`src/rtl/reglk_pkg.sv`:
```
// Shared types and constants for the lock-register bus sequencer.
package reglk_pkg;

  localparam int AW = 32;
  localparam int DW = 32;

  localparam logic [AW-1:0] DEF_LOCK_ADDR  = 32'h0000_0100;
  localparam logic [DW-1:0] DEF_LOCK_VALUE = 32'hFFFF_FFFF;

  localparam logic [2:0] W_BYTE = 3'b000;
  localparam logic [2:0] W_HALF = 3'b001;
  localparam logic [2:0] W_WORD = 3'b010;

  typedef enum logic [1:0] {
    RST_WR = 2'd0,
    RST_RD = 2'd1,
    ARB    = 2'd2,
    FAULT  = 2'd3
  } state_t;

endpackage

```
`src/rtl/reglk_bus_sequencer_rr_arbiter2.sv`:
```
// Two-way round-robin arbiter: combinational one-hot grant, registered last-winner pointer.
module rr_arbiter2 (
  input  logic       clk,
  input  logic       rst_n,
  input  logic [1:0] i_req,
  input  logic       i_advance,
  output logic [1:0] o_gnt
);

  // Pointer holds the last winner; reset value 1 gives requester 0 first turn.
  logic r_last;

  always_comb begin
    o_gnt = 2'b00;
    case (i_req)
      2'b01:   o_gnt = 2'b01;
      2'b10:   o_gnt = 2'b10;
      2'b11:   o_gnt = r_last ? 2'b01 : 2'b10;
      default: o_gnt = 2'b00;
    endcase
  end

  always_ff @(posedge clk or negedge rst_n) begin
    if (!rst_n) begin
      r_last <= 1'b1;
    end else if (i_advance && (o_gnt != 2'b00)) begin
      r_last <= o_gnt[1];
    end
  end

endmodule

```
`src/rtl/reglk_bus_sequencer.sv`:
```
// Restores and verifies the lock register after reset/wake, then round-robins the
// register bus between two requesters, blocking writes to the lock address.
module reglk_bus_sequencer
  import reglk_pkg::*;
#(
  parameter int          NREQ       = 2,
  parameter logic [31:0] LOCK_ADDR  = DEF_LOCK_ADDR,
  parameter logic [31:0] LOCK_VALUE = DEF_LOCK_VALUE,
  parameter logic [2:0]  LOCK_WIDTH = W_WORD,
  parameter int          MAX_RETRY  = 3
) (
  input  logic               clk,
  input  logic               rst_n,
  input  logic               pwr_wake,
  input  logic [NREQ-1:0]    m_req,
  input  logic [NREQ-1:0]    m_we,
  input  logic [NREQ*3-1:0]  m_width,
  input  logic [NREQ*AW-1:0] m_addr,
  input  logic [NREQ*DW-1:0] m_wdata,
  output logic [NREQ-1:0]    m_gnt,
  output logic [NREQ-1:0]    m_rvalid,
  output logic [DW-1:0]      m_rdata,
  output logic [NREQ-1:0]    m_err,
  output logic               write_enable,
  output logic [2:0]         mem_width,
  output logic [AW-1:0]      addr,
  output logic [DW-1:0]      write_data,
  input  logic [DW-1:0]      read_data,
  output logic               lock_ok,
  output logic               lock_fault
);

  localparam int RW = $clog2(MAX_RETRY + 1);

  state_t          r_state, w_state_nxt;
  logic            r_chk, w_chk_nxt;
  logic [RW-1:0]   r_retry, w_retry_nxt;
  logic            r_lock_ok, w_lock_ok_nxt;
  logic            r_fault, w_fault_nxt;
  logic            r_we, w_we_nxt;
  logic [2:0]      r_width, w_width_nxt;
  logic [AW-1:0]   r_addr, w_addr_nxt;
  logic [DW-1:0]   r_wdata, w_wdata_nxt;
  logic [NREQ-1:0] r_gnt, w_gnt_nxt;
  logic [NREQ-1:0] r_err, w_err_nxt;
  logic [NREQ-1:0] r_rd_pend, w_rd_pend_nxt;
  logic [NREQ-1:0] r_rvalid;
  logic [DW-1:0]   r_rdata;

  logic [NREQ-1:0] w_arb_req, w_arb_gnt;
  logic            w_sel;
  logic            w_sel_we;
  logic [2:0]      w_sel_width;
  logic [AW-1:0]   w_sel_addr;
  logic [DW-1:0]   w_sel_wdata;

  // A requester whose grant is showing this cycle still holds its old transaction.
  assign w_arb_req = (r_state == ARB) ? (m_req & ~r_gnt) : '0;

  rr_arbiter2 u_arb (
    .clk       (clk),
    .rst_n     (rst_n),
    .i_req     (w_arb_req),
    .i_advance (r_state == ARB),
    .o_gnt     (w_arb_gnt)
  );

  assign w_sel       = w_arb_gnt[1];
  assign w_sel_we    = m_we[w_sel];
  assign w_sel_width = w_sel ? m_width[5:3] : m_width[2:0];
  assign w_sel_addr  = w_sel ? m_addr[2*AW-1:AW] : m_addr[AW-1:0];
  assign w_sel_wdata = w_sel ? m_wdata[2*DW-1:DW] : m_wdata[DW-1:0];

  always_comb begin
    w_state_nxt   = r_state;
    w_chk_nxt     = 1'b0;
    w_retry_nxt   = r_retry;
    w_lock_ok_nxt = r_lock_ok;
    w_fault_nxt   = r_fault;
    w_we_nxt      = 1'b0;
    w_width_nxt   = '0;
    w_addr_nxt    = '0;
    w_wdata_nxt   = '0;
    w_gnt_nxt     = '0;
    w_err_nxt     = '0;
    w_rd_pend_nxt = '0;
    case (r_state)
      RST_WR: begin
        if (pwr_wake) begin
          w_retry_nxt = '0;
        end else begin
          w_we_nxt    = 1'b1;
          w_addr_nxt  = LOCK_ADDR;
          w_wdata_nxt = LOCK_VALUE;
          w_width_nxt = LOCK_WIDTH;
          w_state_nxt = RST_RD;
        end
      end
      RST_RD: begin
        // First cycle issues the read; second cycle checks it while it is on the bus.
        if (pwr_wake) begin
          w_state_nxt = RST_WR;
          w_retry_nxt = '0;
        end else if (!r_chk) begin
          w_addr_nxt  = LOCK_ADDR;
          w_width_nxt = LOCK_WIDTH;
          w_chk_nxt   = 1'b1;
        end else if (read_data == LOCK_VALUE) begin
          w_lock_ok_nxt = 1'b1;
          w_retry_nxt   = '0;
          w_state_nxt   = ARB;
        end else if ((int'(r_retry) + 1) < MAX_RETRY) begin
          w_retry_nxt = r_retry + 1'b1;
          w_state_nxt = RST_WR;
        end else begin
          w_lock_ok_nxt = 1'b0;
          w_fault_nxt   = 1'b1;
          w_state_nxt   = FAULT;
        end
      end
      ARB: begin
        w_gnt_nxt = w_arb_gnt;
        if (w_arb_gnt != '0) begin
          if (w_sel_we && (w_sel_addr == LOCK_ADDR) && r_lock_ok) begin
            w_err_nxt = w_arb_gnt;
          end else begin
            w_we_nxt      = w_sel_we;
            w_addr_nxt    = w_sel_addr;
            w_width_nxt   = w_sel_width;
            w_wdata_nxt   = w_sel_we ? w_sel_wdata : '0;
            w_rd_pend_nxt = w_sel_we ? '0 : w_arb_gnt;
          end
        end
        if (pwr_wake) begin
          w_lock_ok_nxt = 1'b0;
          w_retry_nxt   = '0;
          w_state_nxt   = RST_WR;
        end
      end
      FAULT: begin
        w_lock_ok_nxt = 1'b0;
        w_fault_nxt   = 1'b1;
      end
      default: w_state_nxt = FAULT;
    endcase
  end

  always_ff @(posedge clk or negedge rst_n) begin
    if (!rst_n) begin
      r_state   <= RST_WR;
      r_chk     <= 1'b0;
      r_retry   <= '0;
      r_lock_ok <= 1'b0;
      r_fault   <= 1'b0;
      r_we      <= 1'b0;
      r_width   <= '0;
      r_addr    <= '0;
      r_wdata   <= '0;
      r_gnt     <= '0;
      r_err     <= '0;
      r_rd_pend <= '0;
      r_rvalid  <= '0;
      r_rdata   <= '0;
    end else begin
      r_state   <= w_state_nxt;
      r_chk     <= w_chk_nxt;
      r_retry   <= w_retry_nxt;
      r_lock_ok <= w_lock_ok_nxt;
      r_fault   <= w_fault_nxt;
      r_we      <= w_we_nxt;
      r_width   <= w_width_nxt;
      r_addr    <= w_addr_nxt;
      r_wdata   <= w_wdata_nxt;
      r_gnt     <= w_gnt_nxt;
      r_err     <= w_err_nxt;
      r_rd_pend <= w_rd_pend_nxt;
      r_rvalid  <= r_rd_pend;
      r_rdata   <= (r_rd_pend != '0) ? read_data : '0;
    end
  end

  assign m_gnt        = r_gnt;
  assign m_err        = r_err;
  assign m_rvalid     = r_rvalid;
  assign m_rdata      = r_rdata;
  assign write_enable = r_we;
  assign mem_width    = r_width;
  assign addr         = r_addr;
  assign write_data   = r_wdata;
  assign lock_ok      = r_lock_ok;
  assign lock_fault   = r_fault;

endmodule

```
`config.mk`:
```
export PLATFORM = sky130hd
export DESIGN_NAME = reglk_bus_sequencer
export DESIGN_NICKNAME = d
export VERILOG_FILES = /design/src/rtl/reglk_pkg.sv /design/src/rtl/reglk_bus_sequencer_rr_arbiter2.sv /design/src/rtl/reglk_bus_sequencer.sv
export SDC_FILE = /design/constraint.sdc
export NUM_CORES = 1
export LEC_CHECK = 0
export CORE_ASPECT_RATIO = 0.5
export CORE_UTILIZATION = 34
export CTS_CLUSTER_SIZE = 25
export DETAILED_ROUTE_END_ITERATION = 10
export GPL_TIMING_DRIVEN = 0
export PLACE_DENSITY = 0.76
export SLEW_MARGIN = 5
export SYNTH_ARGS = -nofsm -noshare
export SYNTH_HDL_FRONTEND = slang
export SYNTH_SLANG_ARGS = --single-unit
```
`constraint.sdc`:
```
create_clock -name clk -period 2.14 [get_ports clk]
set_input_delay 0.321 -clock clk [delete_from_list [all_inputs] [get_ports clk]]
set_output_delay 0.321 -clock clk [all_outputs]
set_load 0.02 [all_outputs]
```
After elaboration in Yosys (flattened, before gate mapping)

Index checks and enable logic that the tools add are counted.
W data, S select, Z words.

Register bits after elaboration: 116
Word-level logic and storage cells: 118
Input port bits: 173
Output and inout port bits: 108

Muxes and demuxes: 64
Equal/unequal tests: 18
Bitwise operators: 2
$add $sub $neg: 2
$lt $le $gt $ge: 2
Reductions and logical operators: 15

Operators by type and width:

| operator               | number |
|---|---|
| $mux W32               | 9 |
| $pmux W32 S3           | 1 |
| $pmux W32 S2           | 1 |
| $mux W2                | 23 |
| $eq A32 B32 Y1 const B | 1 |
| $eq A32 B9 Y1 const B  | 1 |
| $mux W9                | 3 |
| $mux W1                | 17 |
| $ne A2 B2 Y1 const B   | 6 |
| $pmux W2 S3            | 2 |
| $reduce_and A5 Y1      | 2 |
| $mux W3                | 3 |
| $pmux W3 S3            | 1 |
| $eq A2 B2 Y1 const B   | 4 |
| $reduce_and A4 Y1      | 2 |
| $reduce_bool A2 Y1     | 4 |
| $ne A3 B3 Y1 const B   | 2 |
| $reduce_bool A3 Y1     | 2 |
| $eq A2 B1 Y1 const B   | 2 |
| $ne A4 B4 Y1 const B   | 1 |
| $pmux W1 S2            | 2 |
| $pmux W2 S2            | 1 |
| $add A2 B1 Y3 const B  | 1 |
| $logic_and A1 B1 Y1    | 3 |
| 9 further kinds        | 9 |

Logic depth before layout (Yosys ltp)

Gate-level depths: netlist of the first run.

Depth after elaboration: 12
Gate-level depth with buffers: 9
Mapped depth without buffers: 8

Hierarchy

Synthesis of the first run repeated with hierarchy kept, for this count alone.

Cell total of the unflattened synthesis: 418
Area, all modules: 5024.8 um^2

By module, submodules not included:

| module              | cells an instance | area an instance (um^2) | sequential area each (um^2) | times used |
|---|---|---|---|---|
| reglk_bus_sequencer | 412               | 4968.5                  | 2877.8                      | 1 |
| rr_arbiter2         | 6                 | 56.3                    | 26.3                        | 1 |

Worst setup path before layout of the first run

No wires, ideal clock.

Path kind: reg2reg
Start point: reg r_state[0]
End point: reg r_wdata[18], in the netlist write_data[18]
Period minus slack after synthesis: 2.070 ns
Path slack: 0.070 ns
Cell stages (with the launch flop): 10
Path buffers: 1
Setup time: 0.135 ns
Data arrival time: 1.935 ns
Required time: 2.005 ns
Cells stage by stage: dfrtp_1 -> inv_1 -> ha_1 -> and3b_4 -> nand2_4 -> inv_4 -> or4_4 -> nand3_2 -> buf_6 -> o21ai_1

Cells in the longest elaborated chain, start to end: 11
Elaborated cells on any way between the ends: 19
Those cells by class: 5 x eq/ne; 10 x mux; 4 x reduce/logical

Ends and longest elaborated chain:

| item                                         | RTL line                                              | text |
|---|---|---|
| from (decl)                                  | reglk_bus_sequencer.sv:35                             | `state_t r_state, w_state_nxt;` |
| from (signal assigned)                       | reglk_bus_sequencer.sv:165                            | `r_state <= w_state_nxt;` |
| $eq A2 B2 Y1                                 | reglk_bus_sequencer.sv:58, reglk_bus_sequencer.sv:87  |  |
| $mux W2                                      | reglk_bus_sequencer.sv:58                             | `assign w_arb_req = (r_state == ARB) ? (m_req & ~r_gnt) : '0;` |
| $eq A2 B2 Y1 or $eq A2 B1 Y1 (tied branches) | reglk_bus_sequencer_rr_arbiter2.sv:15                 | `case (i_req)` |
| $pmux W2 S3                                  | reglk_bus_sequencer_rr_arbiter2.sv:15                 |  |
| $mux W32 or $mux W1 (tied branches)          | reglk_bus_sequencer.sv:71, reglk_bus_sequencer.sv:69  |  |
| $eq A32 B9 Y1 or $mux W1 (tied branches)     | reglk_bus_sequencer.sv:124, reglk_bus_sequencer.sv:69 |  |
| $logic_and A1 B1 Y1 (2 in a row)             | reglk_bus_sequencer.sv:124                            | `if (w_sel_we && (w_sel_addr == LOCK_ADDR) && r_lock_ok) begin` |
| $mux W32                                     | reglk_bus_sequencer.sv:124                            |  |
| $mux W32                                     | reglk_bus_sequencer.sv:123                            | `if (w_arb_gnt != '0) begin` |
| $pmux W32 S2 *                               | reglk_bus_sequencer.sv:87                             | `case (r_state)` |
| via w_wdata_nxt[18]                          | reglk_bus_sequencer.sv:43                             | `logic [DW-1:0] r_wdata, w_wdata_nxt;` |
| to (signal assigned)                         | reglk_bus_sequencer.sv:173                            | `r_wdata <= w_wdata_nxt;` |
| to (decl)                                    | reglk_bus_sequencer.sv:43                             |  |

Mark *: on every way through the listed nets, which the timed path passes. The rest lies on a longest branch. The select of a mux whose other input is x is not followed.
A chain may end at the register's enable or synchronous reset.

Final worst setup path of the first run

Start point: reg r_state[1]
End point: reg r_wdata[10], in the netlist write_data[10]

Same word-level chain as after synthesis.

==> results.ini, run 1 <==
[cells_and_area]
nets = 934
multi_input_area_um2 = 1820
nFillCells = 1132
area_growth_pct = 77.8
stdcell_count = 957
layout-drive-gt1-share_pct = 8.37
num_antenna_cells = 0
regArea_um2 = 2910

[critical_path]
path_buf_inv = 2
start_kind = register
cpMaxStageDelayCell = or4_4
arrival_ns = 2.36
cp-end-kind = register
crit_family = simple AND/OR/NAND/NOR gates
critical_path.cell_chain = ha_4 > and3b_4 > nand2_4 > inv_8 > or4_4 > nand3_4 > buf_6 > o21ai_1
critPathRequiredTime_ns = 2.38
critical_path_class = reg2reg
cp_max_fo = 10
slowest_delay_ns = 0.56

[global_route]
grt_pass1_wl_um = 25200
grt_overflow = 0
grt_max_degree = 93
antenna_found_initial = 0
grtUsageTotal_pct = 22.9
grt_pass1_vias = 4640

[yosys]
ys.warnings.count = 0
ys.flop_type = dfrtp_1
synth_fp_nets = 623
netlist_instances = 443
synth-edff-count = 0
syn_area_per_cell_um2 = 10.9
syn-cell-area_um2 = 4840
ys_seq_elements = 116
synth_cell_types = 42
seq_area_frac_synth_pct = 60.0
postSynth.asyncResetShare_pct = 100

[cts]
cts_root_buffer = clkbuf_16
cts_buffer_depth = 2
cts_tree = built
htree_levels = 4
cts_sinks = 116
numCtsBuffers = 17
cts.clk_slew.worst_paths_ns = 0.06
worstSkewPairLatency_ns = 0.40

[floorplan]
die_w_um = 171
core_area_um2 = 13700
num_rows = 30
start_util_pct = 35.3
die-area_um2 = 14700
die_h_um = 86.3
io_pins = 281

[pwr]
power_density_nw_per_um2 = 785
ir_drop_mv = 0.597
p_leak_nw = 3.88
total_power_mw = 6.76

[run]
cap_violations = 0

[route]
route.detailed.drc = 0
post_drt_via_cell_ratio = 4.75
drt_iter0_markers = 183
wirelength_um = 16800
ant_nets = 0
wl_per_cell_um = 17.6
drt-pass1-iter-count = 4
routed-via-count = 4545

[place]
dp_hpwl_um = 13000
gp_congestion = 0.870
placed_cells = 916
post-place-ws_ns = -0.506
io_buffers = 280

[sta]
setup_viol = 0
final.period_utilization_pct = 99.1
final_hold_viol_count = 0
drv_slew = 0
skew_ns = 0.0107
tightest_slew_ns = 0.745
timing.final.ws_setup_ns = 0.0201
max-slew-margin-rel_pct = 50.3
rsz0062_at_grt = true
fin_tns_setup_ns = 0
period_minus_slack_ns = 2.12
holdWs_ns = 0.352
max_freq_mhz = 472

[min_path]
hold_class = in2async

[status]
status = complete, no violations

## state kept, by name, indices dropped and copies added (netlist names)
register	flops
addr	32
lock_fault	1
lock_ok	1
m_err	2
m_gnt	2
m_rdata	32
m_rvalid	2
mem_width	3
r_chk	1
r_rd_pend	2
r_retry	2
r_state	2
u_arb.r_last	1
write_data	32
write_enable	1
## through the flow
| step | area (um2) | utilization (%) |
|---|---|---|
| after floorplan | 4840 | - |
| after global placement | 7880 | 57.5 |
| after detailed placement | 7910 | 57.7 |
| after CTS | 8530 | 62.2 |
| after global routing | 8600 | 62.8 |
| final | 8600 | 62.8 |
## final cells by class
class,count,share of cell area (%)
repair buffers,292,33.9
flip-flops and latches,116,33.8
multi-input cells,295,21.1
clock buffers,22,5.63
well taps,192,2.79
plain buffers,23,1.40
clock inverters,8,0.902
inverters,9,0.480
## cell usage after synthesis (4+ instances only)
| cell type | n | share of area [%] |
|---|---|---|
| dfrtp_1 | 115 | 59 |
| nand2_1 | 73 | 5.7 |
| a21oi_1 | 38 | 3.9 |
| nor2b_1 | 37 | 4.8 |
| mux2i_1 | 33 | 6.8 |
| o21ai_1 | 29 | 3.0 |
| clkbuf_1 | 15 | 1.2 |
| nor4_1 | 12 | 1.6 |
| nand4_1 | 11 | 1.4 |
| o21ai_0 | 9 | 0.93 |
| inv_1 | 8 | 0.62 |
| ha_1 | 7 | 1.8 |
| nor2_1 | 6 | 0.47 |
| nor4b_1 | 6 | 1.1 |
| nand3_1 | 4 | 0.41 |
## logic make-up after synthesis
logic type / share of synthesized area [%]
mux: 7.06
buf+inv: 3.08
fa+ha+maj: 1.81
compound gates: 9.93
flops: 60.0
simple gates: 18.1
## final timing paths
check	from	to	slack, ns	cells past startpoint
setup reg to reg	r_state[1]	write_data[10]	0.02	8
min in group clk	r_rd_pend[0]	m_rvalid[0]	0.37	0
hold / removal	rst_n	addr[12]	0.35	2
max in group asynchronous	rst_n	m_rdata[28]	1.04	3
setup / recovery	r_state[1]	write_data[10]	0.02	8
hold reg to reg	r_rd_pend[0]	m_rvalid[0]	0.37	0
## where the power goes
part	switching [mW]	total (mW)	leakage [nW]	internal (mW)
Combinational	0.764	1.57	2.04	0.802
Sequential	0.0935	2.52	1.58	2.42
Clock	0.970	2.67	0.262	1.70
## metal layers
metal | part of all wire (%) | global-route usage (%)
met5 | 0 | 0
met3 | 4.8 | 4.84
met2 | 50 | 39.2
met1 | 43 | 28.9
met4 | 1.9 | 7.86
## layout by cell type, fill, tap and decap left out, drive strengths merged, types with 2 or more instances in the layout
| cell | count |
|---|---|
| a21oi | 38 |
| mux2i | 33 |
| clkinv | 2 |
| clkdlybuf4s50 | 279 |
| nor4 | 12 |
| nand2 | 74 |
| clkinvlp | 5 |
| nor2b | 37 |
| nand2b | 2 |
| nor3 | 2 |
| and3 | 2 |
| nor4b | 6 |
| clkbuf | 37 |
| o21ai | 38 |
| nand3 | 5 |
| nand4 | 11 |
| and3b | 2 |
| a211oi | 2 |
| o31ai | 3 |
| ha | 7 |
| nor2 | 6 |
| nand3b | 3 |
| buf | 20 |
| inv | 9 |
| dfrtp | 115 |
## repair_timing
action	in CTS	in global routing
cloned	0	1
hold endpoints to repair	24	0
endpoints found under the setup margin	70	61
hold buffers	1	0
buffers inserted	2	7
resized for setup	6	13
pin swaps	2	3
Note: power is estimated with default switching activity, not from simulation.
==> inputs of run 2 (changes only) <==
--- a/config.mk
+++ b/config.mk
@@ -11,6 +11,7 @@
 export DETAILED_ROUTE_END_ITERATION = 10
 export GPL_TIMING_DRIVEN = 0
 export PLACE_DENSITY = 0.76
+export REMOVE_ABC_BUFFERS = 1
 export SLEW_MARGIN = 5
 export SYNTH_ARGS = -nofsm -noshare
 export SYNTH_HDL_FRONTEND = slang
==> run 2 against run 1 <==
The run now ends with negative setup slack left. Core utilization grew 1.8 points. Routed wire length grew 3.6%. Clock skew is 0.0010 ns lower. Die area stayed put. Non-clock buffer count shrank 13. Global-route usage is 1.1 points higher. Register-to-register slack worse by 0.05 ns. Critical path type unchanged.
==> results.ini, run 2 (synthesis results as in run 1) <==
[pwr]
power_density_nw_per_um2 = 809  ; was 785 nW/um2
p_leak_nw = 3.96  ; was 3.88 nW
ir_drop_mv = 0.463  ; was 0.597 mV
total_power_mw = 7.15  ; was 6.76 mW

[route]
post_drt_via_cell_ratio = 4.87  ; was 4.75
top_layer_used = met4  ; unchanged
wl_met3_um = 790  ; was 814 um
routed-via-count = 4642  ; was 4,545
wl_met2_um = 9110  ; was 8450 um
wirelength_um = 17400  ; was 16,800 um
wl_met1_um = 7160  ; was 7230 um
drt-pass1-iter-count = 4  ; unchanged
drt_iter0_markers = 241  ; was 183
wl_per_cell_um = 18.3  ; was 17.6 um
route.detailed.drc = 0  ; unchanged
ant_nets = 0  ; unchanged

[floorplan]
start_util_pct = 35.3  ; unchanged
core_area_um2 = 13700  ; unchanged
die_w_um = 171  ; unchanged
die_h_um = 86.3  ; unchanged
io_pins = 281  ; unchanged
num_rows = 30  ; unchanged
die-area_um2 = 14700  ; unchanged

[place]
post-place-ws_ns = -1.67  ; was -0.506 ns
placed_cells = 894  ; was 916
gp_congestion = 0.819  ; was 0.870
io_buffers = 280  ; unchanged
dp_hpwl_um = 11900  ; was 13,000 um
dpl_cell_area_um2 = 7810  ; was 7910 um2

[sta]
period_minus_slack_ns = 2.17  ; was 2.12 ns
max-slew-margin-rel_pct = 50.7  ; was 50.3%
final.period_utilization_pct = 102  ; was 99.1%
timing.final.ws_setup_ns = -0.0348  ; was 0.0201 ns
skew_ns = 0.00973  ; was 0.0107 ns
setup_viol = 12  ; was 0
tightest_slew_ns = 0.739  ; was 0.745 ns
max_freq_mhz = 460  ; was 472 MHz
final_hold_viol_count = 0  ; unchanged
drv_slew = 0  ; unchanged
rsz0062_at_grt = true  ; unchanged

[cells_and_area]
num_antenna_cells = 0  ; unchanged
mostFrequentLayoutCell = clkdlybuf4s50_1  ; unchanged
stdcell_count = 953  ; was 957
nFillCells = 1064  ; was 1,132
layout_common_cells = 279 x clkdlybuf4s50_1, 114 x dfrtp_1, 73 x nand2_1, 37 x nor2b_1, 37 x a21oi_1  ; was 279 x clkdlybuf4s50_1, 114 x dfrtp_1, 73 x nand2_1, 38 x a21oi_1, 37 x nor2b_1
layout-drive-gt1-share_pct = 11.6  ; was 8.37%
multi_input_area_um2 = 1990  ; was 1820 um2
regArea_um2 = 2910  ; unchanged
nets = 928  ; was 934
area_growth_pct = 82.8  ; was 77.8%
final_util_pct = 64.5  ; was 62.8%
post-route-cell-area_um2 = 8840  ; was 8600 um2

[min_path]
hold_class = in2async  ; unchanged

[critical_path]
arrival_ns = 2.43  ; was 2.36 ns
r2r_cells = 6  ; was 8
cp_max_fo = 8  ; was 10
start_kind = register  ; unchanged
cp-endpoint = write_data[17]  ; was write_data[10]
critical_path_class = reg2reg  ; unchanged
rr_startpoint = u_arb.r_last  ; was r_state[1]
cp-end-kind = register  ; unchanged
critPathRequiredTime_ns = 2.39  ; was 2.38 ns
rrSetupSlack_ns = -0.03  ; was 0.02 ns
regToRegEndpoint = write_data[17]  ; was write_data[10]
crit_path_start = u_arb.r_last  ; was r_state[1]

[global_route]
grtUsageTotal_pct = 23.9  ; was 22.9%
grt_pass1_vias = 4804  ; was 4,640
grt_overflow = 0  ; unchanged
grt_max_degree = 97  ; was 93
antenna_found_initial = 0  ; unchanged
grt_pass1_wl_um = 26300  ; was 25,200 um

[cts]
numCtsBuffers = 17  ; unchanged
cts.clk_slew.worst_paths_ns = 0.06  ; about the same
cts_tree = built  ; unchanged
cts_sinks = 116  ; unchanged
cts_root_buffer = clkbuf_16  ; unchanged
cts_buffer_depth = 2  ; unchanged
worstSkewPairLatency_ns = 0.40  ; about the same
htree_levels = 4  ; unchanged

[run]
cap_violations = 0  ; unchanged

[status]
status = finished, violations left  ; was complete, no violations
violations = negative setup slack

## run 2: worst min-delay path by stage
stage	end	cells past startpoint	slack [ns]	start
finish	m_rdata[22]	2	0.32	rst_n
global route	m_rdata[22]	2	0.34	rst_n
CTS	m_rdata[22]	2	0.31	rst_n
detailed placement	m_rdata[22]	1	0.18	rst_n
global placement	m_rvalid[1]	0	0.36	r_rd_pend[1]
floorplan	addr[0]	0	0.03	rst_n
## run 2: worst max-delay path: stages (launching register included)
cell	delay, ns
dfstp_2	0.56
nand3b_1	0.22
nand2_8	0.21
clkinv_16	0.07
or4_4	0.61
nand3_4	0.26
o21ai_2	0.08
## run 2: cell type report
cell class | count | area share (%)
clock buffer | 18 | 4.97
sequential | 116 | 32.9
timing repair inverter | 1 | 0.127
tap | 192 | 2.72
timing repair buffer | 302 | 33.9
clock inverter | 14 | 2.28
inverter | 9 | 0.679
multi-input combinational | 301 | 22.5
## run 2: where the power goes
group,switching (mW),internal [mW],leakage [nW]
Sequential,0.0787,2.42,1.58
Combinational,0.796,0.817,2.08
Clock,1.05,1.99,0.295
Total,1.92,5.23,3.96
## run 2: layer usage
| layer | vias up | global-route usage, % |
|---|---|---|
| met5 | - | 0 |
| met4 | 0 | 7.94 |
| met3 | 30 | 5.30 |
| met2 | 150 | 42.7 |
| li1 | 2163 | - |
| met1 | 2299 | 28.9 |
## run 2: timing repair
| item | in CTS | in global routing |
|---|---|---|
| cloned | 6 | 1 |
| hold buffers | 1 | 0 |
| endpoints found under the hold margin | 20 | 0 |
| gates resized for setup | 16 | 21 |
| buffers inserted | 6 | 13 |
| setup endpoints to repair | 70 | 36 |
| pin swaps | 5 | 23 |
## run 2: per-stage QoR
| stage | hold WS, ns | TNS (ns) |
|---|---|---|
| final | 0.319 | -0.224 |
| after CTS | 0.311 | 0 |
| after detailed placement | 0.177 | -71.20 |
| after global routing | 0.343 | -1.45 |
| after global placement | 0.362 | -490.60 |
| after floorplan | 0.0254 | -27.98 |
==> inputs of run 3 (changes only) <==
--- a/config.mk
+++ b/config.mk
@@ -6,13 +6,14 @@
 export NUM_CORES = 1
 export LEC_CHECK = 0
 export CORE_ASPECT_RATIO = 0.5
-export CORE_UTILIZATION = 34
+export CORE_UTILIZATION = 35
 export CTS_CLUSTER_SIZE = 25
 export DETAILED_ROUTE_END_ITERATION = 10
 export GPL_TIMING_DRIVEN = 0
-export PLACE_DENSITY = 0.76
+export PLACE_DENSITY = 0.77
 export REMOVE_ABC_BUFFERS = 1
 export SLEW_MARGIN = 5
 export SYNTH_ARGS = -nofsm -noshare
 export SYNTH_HDL_FRONTEND = slang
+export SYNTH_HIERARCHICAL = 1
 export SYNTH_SLANG_ARGS = --single-unit
==> run 3 against run 2 <==
The run still ends with negative setup slack left. Largest cell class unchanged. Synthesized area grew 3.9%. Sequential cell count is the same. Synthesized cell count shrank 5.6%. Combinational power grew 13%. Core utilization grew 3.7 points. Largest power group unchanged. Setup slack lost 0.62 ns. Clock skew grew 0.00064 ns. Sequential share of layout area shrank 1.9 points. Critical path depth grew 5. Die area grew 0.90%. First-iteration DRC count grew 37%. Hold slack gained 0.080 ns.
==> results.ini, run 3 <==
[yosys]
synth_area_leaders = dfrtp_1 57%, mux2i_1 14%, o31ai_1 5.1%, nor2b_1 4.5%, nor3_1 3.5%  ; was dfrtp_1 59%, mux2i_1 6.8%, nand2_1 5.7%, nor2b_1 4.8%, a21oi_1 3.9%
syn-cell-area_um2 = 5020  ; was 4840 um2
netlist_instances = 418  ; was 443
ys.warnings.count = 6  ; was 0
yosys.area.top_type = dfrtp_1  ; unchanged
synth-edff-count = 0  ; unchanged
synth_simple_gate_area_share_pct = 15.1  ; was 18.1%
synth_top_family_by_area = simple AND/OR/NAND/NOR gates  ; unchanged
yosysTopAreaCellShare_pct = 57.3  ; was 59.5%
ys_seq_elements = 116  ; unchanged
syn_area_per_cell_um2 = 12.0  ; was 10.9 um2
seq_area_frac_synth_pct = 57.8  ; was 60.0%
synth_compound_area_share_pct = 8.04  ; was 9.93%
synth_fa_ha_area_share_pct = 1.74  ; was 1.81%
synth_top_cells_by_count = 115 x dfrtp_1, 69 x mux2i_1, 36 x nor2b_1, 35 x nor3_1, 34 x o31ai_1  ; was 115 x dfrtp_1, 73 x nand2_1, 38 x a21oi_1, 37 x nor2b_1, 33 x mux2i_1
ys.flop_type = dfrtp_1  ; unchanged
synth_cell_types = 40  ; was 42
muxShareOfSynthArea_pct = 14.0  ; was 7.06%
synth_most_common_cell = dfrtp_1  ; unchanged
synthXorXnorAreaFrac_pct = 0  ; unchanged
postSynth.asyncResetShare_pct = 100  ; unchanged

[critical_path]
cp_max_fo = 6  ; was 8
critical_path_class = reg2reg  ; unchanged
crit_path_start = r_state[1]  ; was u_arb.r_last
path_buf_inv = 4  ; was 1
cp-end-kind = register  ; unchanged
cp_num_cells = 11  ; was 6
rr_startpoint = r_state[1]  ; was u_arb.r_last
rrSetupSlack_ns = -0.66  ; was -0.03 ns
crit_family = compound AO/OA/AOI/OAI gates  ; was simple AND/OR/NAND/NOR gates
cpMaxStageDelayCell = or4_4  ; unchanged
critPathMostFrequentCell = buf_12
start_kind = register  ; unchanged
r2r_cells = 11  ; was 6
critical_path.cell_chain = ha_4 > and3b_2 > a21boi_4 > buf_12 > buf_8 > or4_4 > o22ai_4 > o2111a_2 > buf_12 > buf_16 > o31ai_1  ; was nand3b_1 > nand2_8 > clkinv_16 > or4_4 > nand3_4 > o21ai_2
arrival_ns = 3.03  ; was 2.43 ns
slowest_delay_ns = 0.52  ; was 0.61 ns
critPathRequiredTime_ns = 2.38  ; was 2.39 ns
regToRegEndpoint = write_data[0]  ; was write_data[17]

[sta]
drv_slew = 0  ; unchanged
timing.final.ws_setup_ns = -0.656  ; was -0.0348 ns
rsz0062_at_grt = true  ; unchanged
tightest_slew_ns = 0.855  ; was 0.739 ns
fin_tns_setup_ns = -40.61  ; was -0.224 ns
final_hold_viol_count = 0  ; unchanged
max_freq_mhz = 358  ; was 460 MHz
setup_viol = 69  ; was 12
holdWs_ns = 0.399  ; was 0.319 ns
final.period_utilization_pct = 131  ; was 102%
max-slew-margin-rel_pct = 42.8  ; was 50.7%
period_minus_slack_ns = 2.80  ; was 2.17 ns
skew_ns = 0.0104  ; was 0.00973 ns

[place]
io_buffers = 280  ; unchanged
gp_congestion = 0.847  ; was 0.819
dp_hpwl_um = 12700  ; was 11,900 um
placed_cells = 866  ; was 894

[route]
ant_nets = 0  ; unchanged
post_drt_via_cell_ratio = 5.05  ; was 4.87
wirelength_um = 19200  ; was 17,400 um
drt_iter0_markers = 330  ; was 241
drt-pass1-iter-count = 4  ; unchanged
wl_per_cell_um = 20.5  ; was 18.3 um
route.detailed.drc = 0  ; unchanged
routed-via-count = 4728  ; was 4,642

[cells_and_area]
area_growth_pct = 87.0  ; was 82.8%
layout_common_cells = 279 x clkdlybuf4s50_1, 115 x dfrtp_1, 69 x mux2i_1, 35 x nor2b_1, 32 x o31ai_1  ; was 279 x clkdlybuf4s50_1, 114 x dfrtp_1, 73 x nand2_1, 37 x nor2b_1, 37 x a21oi_1
nets = 912  ; was 928
num_antenna_cells = 0  ; unchanged
stdcell_count = 937  ; was 953
mostFrequentLayoutCell = clkdlybuf4s50_1  ; unchanged
layout-drive-gt1-share_pct = 15.7  ; was 11.6%

[pwr]
p_clk_share_pct = 40.2  ; was 42.5%
p_sw_mw = 2.00  ; was 1.92 mW
p_leak_nw = 3.73  ; was 3.96 nW
comb_power_share_pct = 25.1  ; was 22.6%
total_power_mw = 7.25  ; was 7.15 mW
intPower_mw = 5.24  ; was 5.23 mW
power_density_nw_per_um2 = 771  ; was 809 nW/um2
ir_drop_mv = 0.516  ; was 0.463 mV
swShare_pct = 27.7  ; was 26.9%
p_seq_share_pct = 34.8  ; was 35.0%

[global_route]
antenna_found_initial = 0  ; unchanged
grt_max_degree = 64  ; was 97
grtUsageTotal_pct = 24.9  ; was 23.9%
gr-usage-met2_pct = 43.6  ; was 42.7%
grt_pass1_wl_um = 27400  ; was 26,300 um
grt.busiest_layer = met2  ; unchanged
grt_pass1_vias = 4822  ; was 4,804
grtUsageMet3_pct = 4.52  ; was 5.30%
grt_overflow = 0  ; unchanged
met1_usage_pct = 31.6  ; was 28.9%

[min_path]
worstHoldStart = r_rd_pend[1]
hold_class = reg2reg  ; was in2async
min_path_cells = 0
min_to = m_rvalid[1]

[cts]
worstSkewPairLatency_ns = 0.41  ; was 0.40 ns
cts_sinks = 116  ; unchanged
cts.clk_slew.worst_paths_ns = 0.06  ; about the same
htree_levels = 4  ; unchanged
cts_tree = built  ; unchanged
numCtsBuffers = 17  ; unchanged
cts_root_buffer = clkbuf_16  ; unchanged
cts_buffer_depth = 2  ; unchanged

[run]
cap_violations = 0  ; unchanged

[status]
status = finished, violations left  ; unchanged
violations = negative setup slack  ; unchanged

[floorplan]
num_rows = 30  ; unchanged
die-area_um2 = 14900  ; was 14,700 um2
io_pins = 281  ; unchanged
die_h_um = 86.7  ; was 86.3 um
start_util_pct = 36.5  ; was 35.3%
die_w_um = 171  ; about the same
core_area_um2 = 13800  ; was 13,700 um2

==> run 3: cell count changes after synthesis, moves of 3 or more <==
cell	change
nor2_1	+3
nand2_1	-68
nand3b_1	-3
buf_2	+6
o22ai_1	+3
nor4b_1	-3
and2_1	+4
mux2i_1	+36
o31ai_1	+31
o21ai_0	-3
nor3_1	+33
a21oi_1	-33
o21ai_1	-29
==> run 3: per-layer routing <==
layer  vias up  part of all wire, %
li1       2161                    -
met1      2340                   41
met2       194                   52
met3        33                  4.9
met4         0                  1.9
met5         -                    0
==> run 3: power by group through the flow <==
stage	logic, mW	clock network, mW	registers [mW]
floorplan	0.454	0	2.83
global placement	1.68	0	2.55
detailed placement	1.69	0	2.56
CTS	1.76	2.95	2.52
global route	1.92	3.07	2.54
finish	1.82	2.91	2.52
==> run 3: cell families (layout without fill, tap and decap cells) <==
| kind of cell | Yosys count | count (layout) |
|---|---|---|
| buf+inv | 37 | 362 |
| fa+ha+maj | 7 | 7 |
| flops | 116 | 116 |
| mux | 70 | 70 |
| simple gates | 131 | 131 |
| compound gates | 57 | 59 |
==> run 3: final cells by class <==
cell class	instances	area [um2]
Clock inverter	12	155
Clock buffer	20	457
Inverter	7	30.0
Timing Repair Buffer	322	3340
Sequential cell	116	2900
Timing Repair inverter	1	7.51
Fill cell	1005	4380
Multi-Input combinational cell	267	2260
Tap cell	192	240
==> run 3: how the worst max path moves through the flow <==
stage,end,slack [ns]
2_1_floorplan,write_enable,-8.72
3_3_place_gp,write_data[23],-12.97
3_5_place_dp,write_data[8],-2.29
4_1_cts,write_data[17],-0.73
5_1_grt,write_data[0],-0.73
6_report,write_data[0],-0.66
==> run 3: stage by stage <==
| stage | worst slack [ns] | instance area, um2 | util (%) |
|---|---|---|---|
| 6_report | -0.656 | 9390 | 68.2 |
| 5_1_grt | -0.726 | 9390 | 68.2 |
| 4_1_cts | -0.726 | 9180 | 66.6 |
| 3_5_place_dp | -2.29 | 8080 | 58.7 |
| 3_3_place_gp | -12.97 | 7930 | 57.5 |
| 2_1_floorplan | -8.72 | 4880 | - |
==> run 3: repair_timing <==
| item | CTS | global route |
|---|---|---|
| endpoints found under the hold margin | 62 | 0 |
| gates cloned | 5 | 2 |
| gates resized for setup | 34 | 27 |
| pin swaps | 21 | 12 |
| setup endpoints to repair | 73 | 70 |
| buffers inserted | 26 | 5 |
| hold buffers | 1 | 0 |
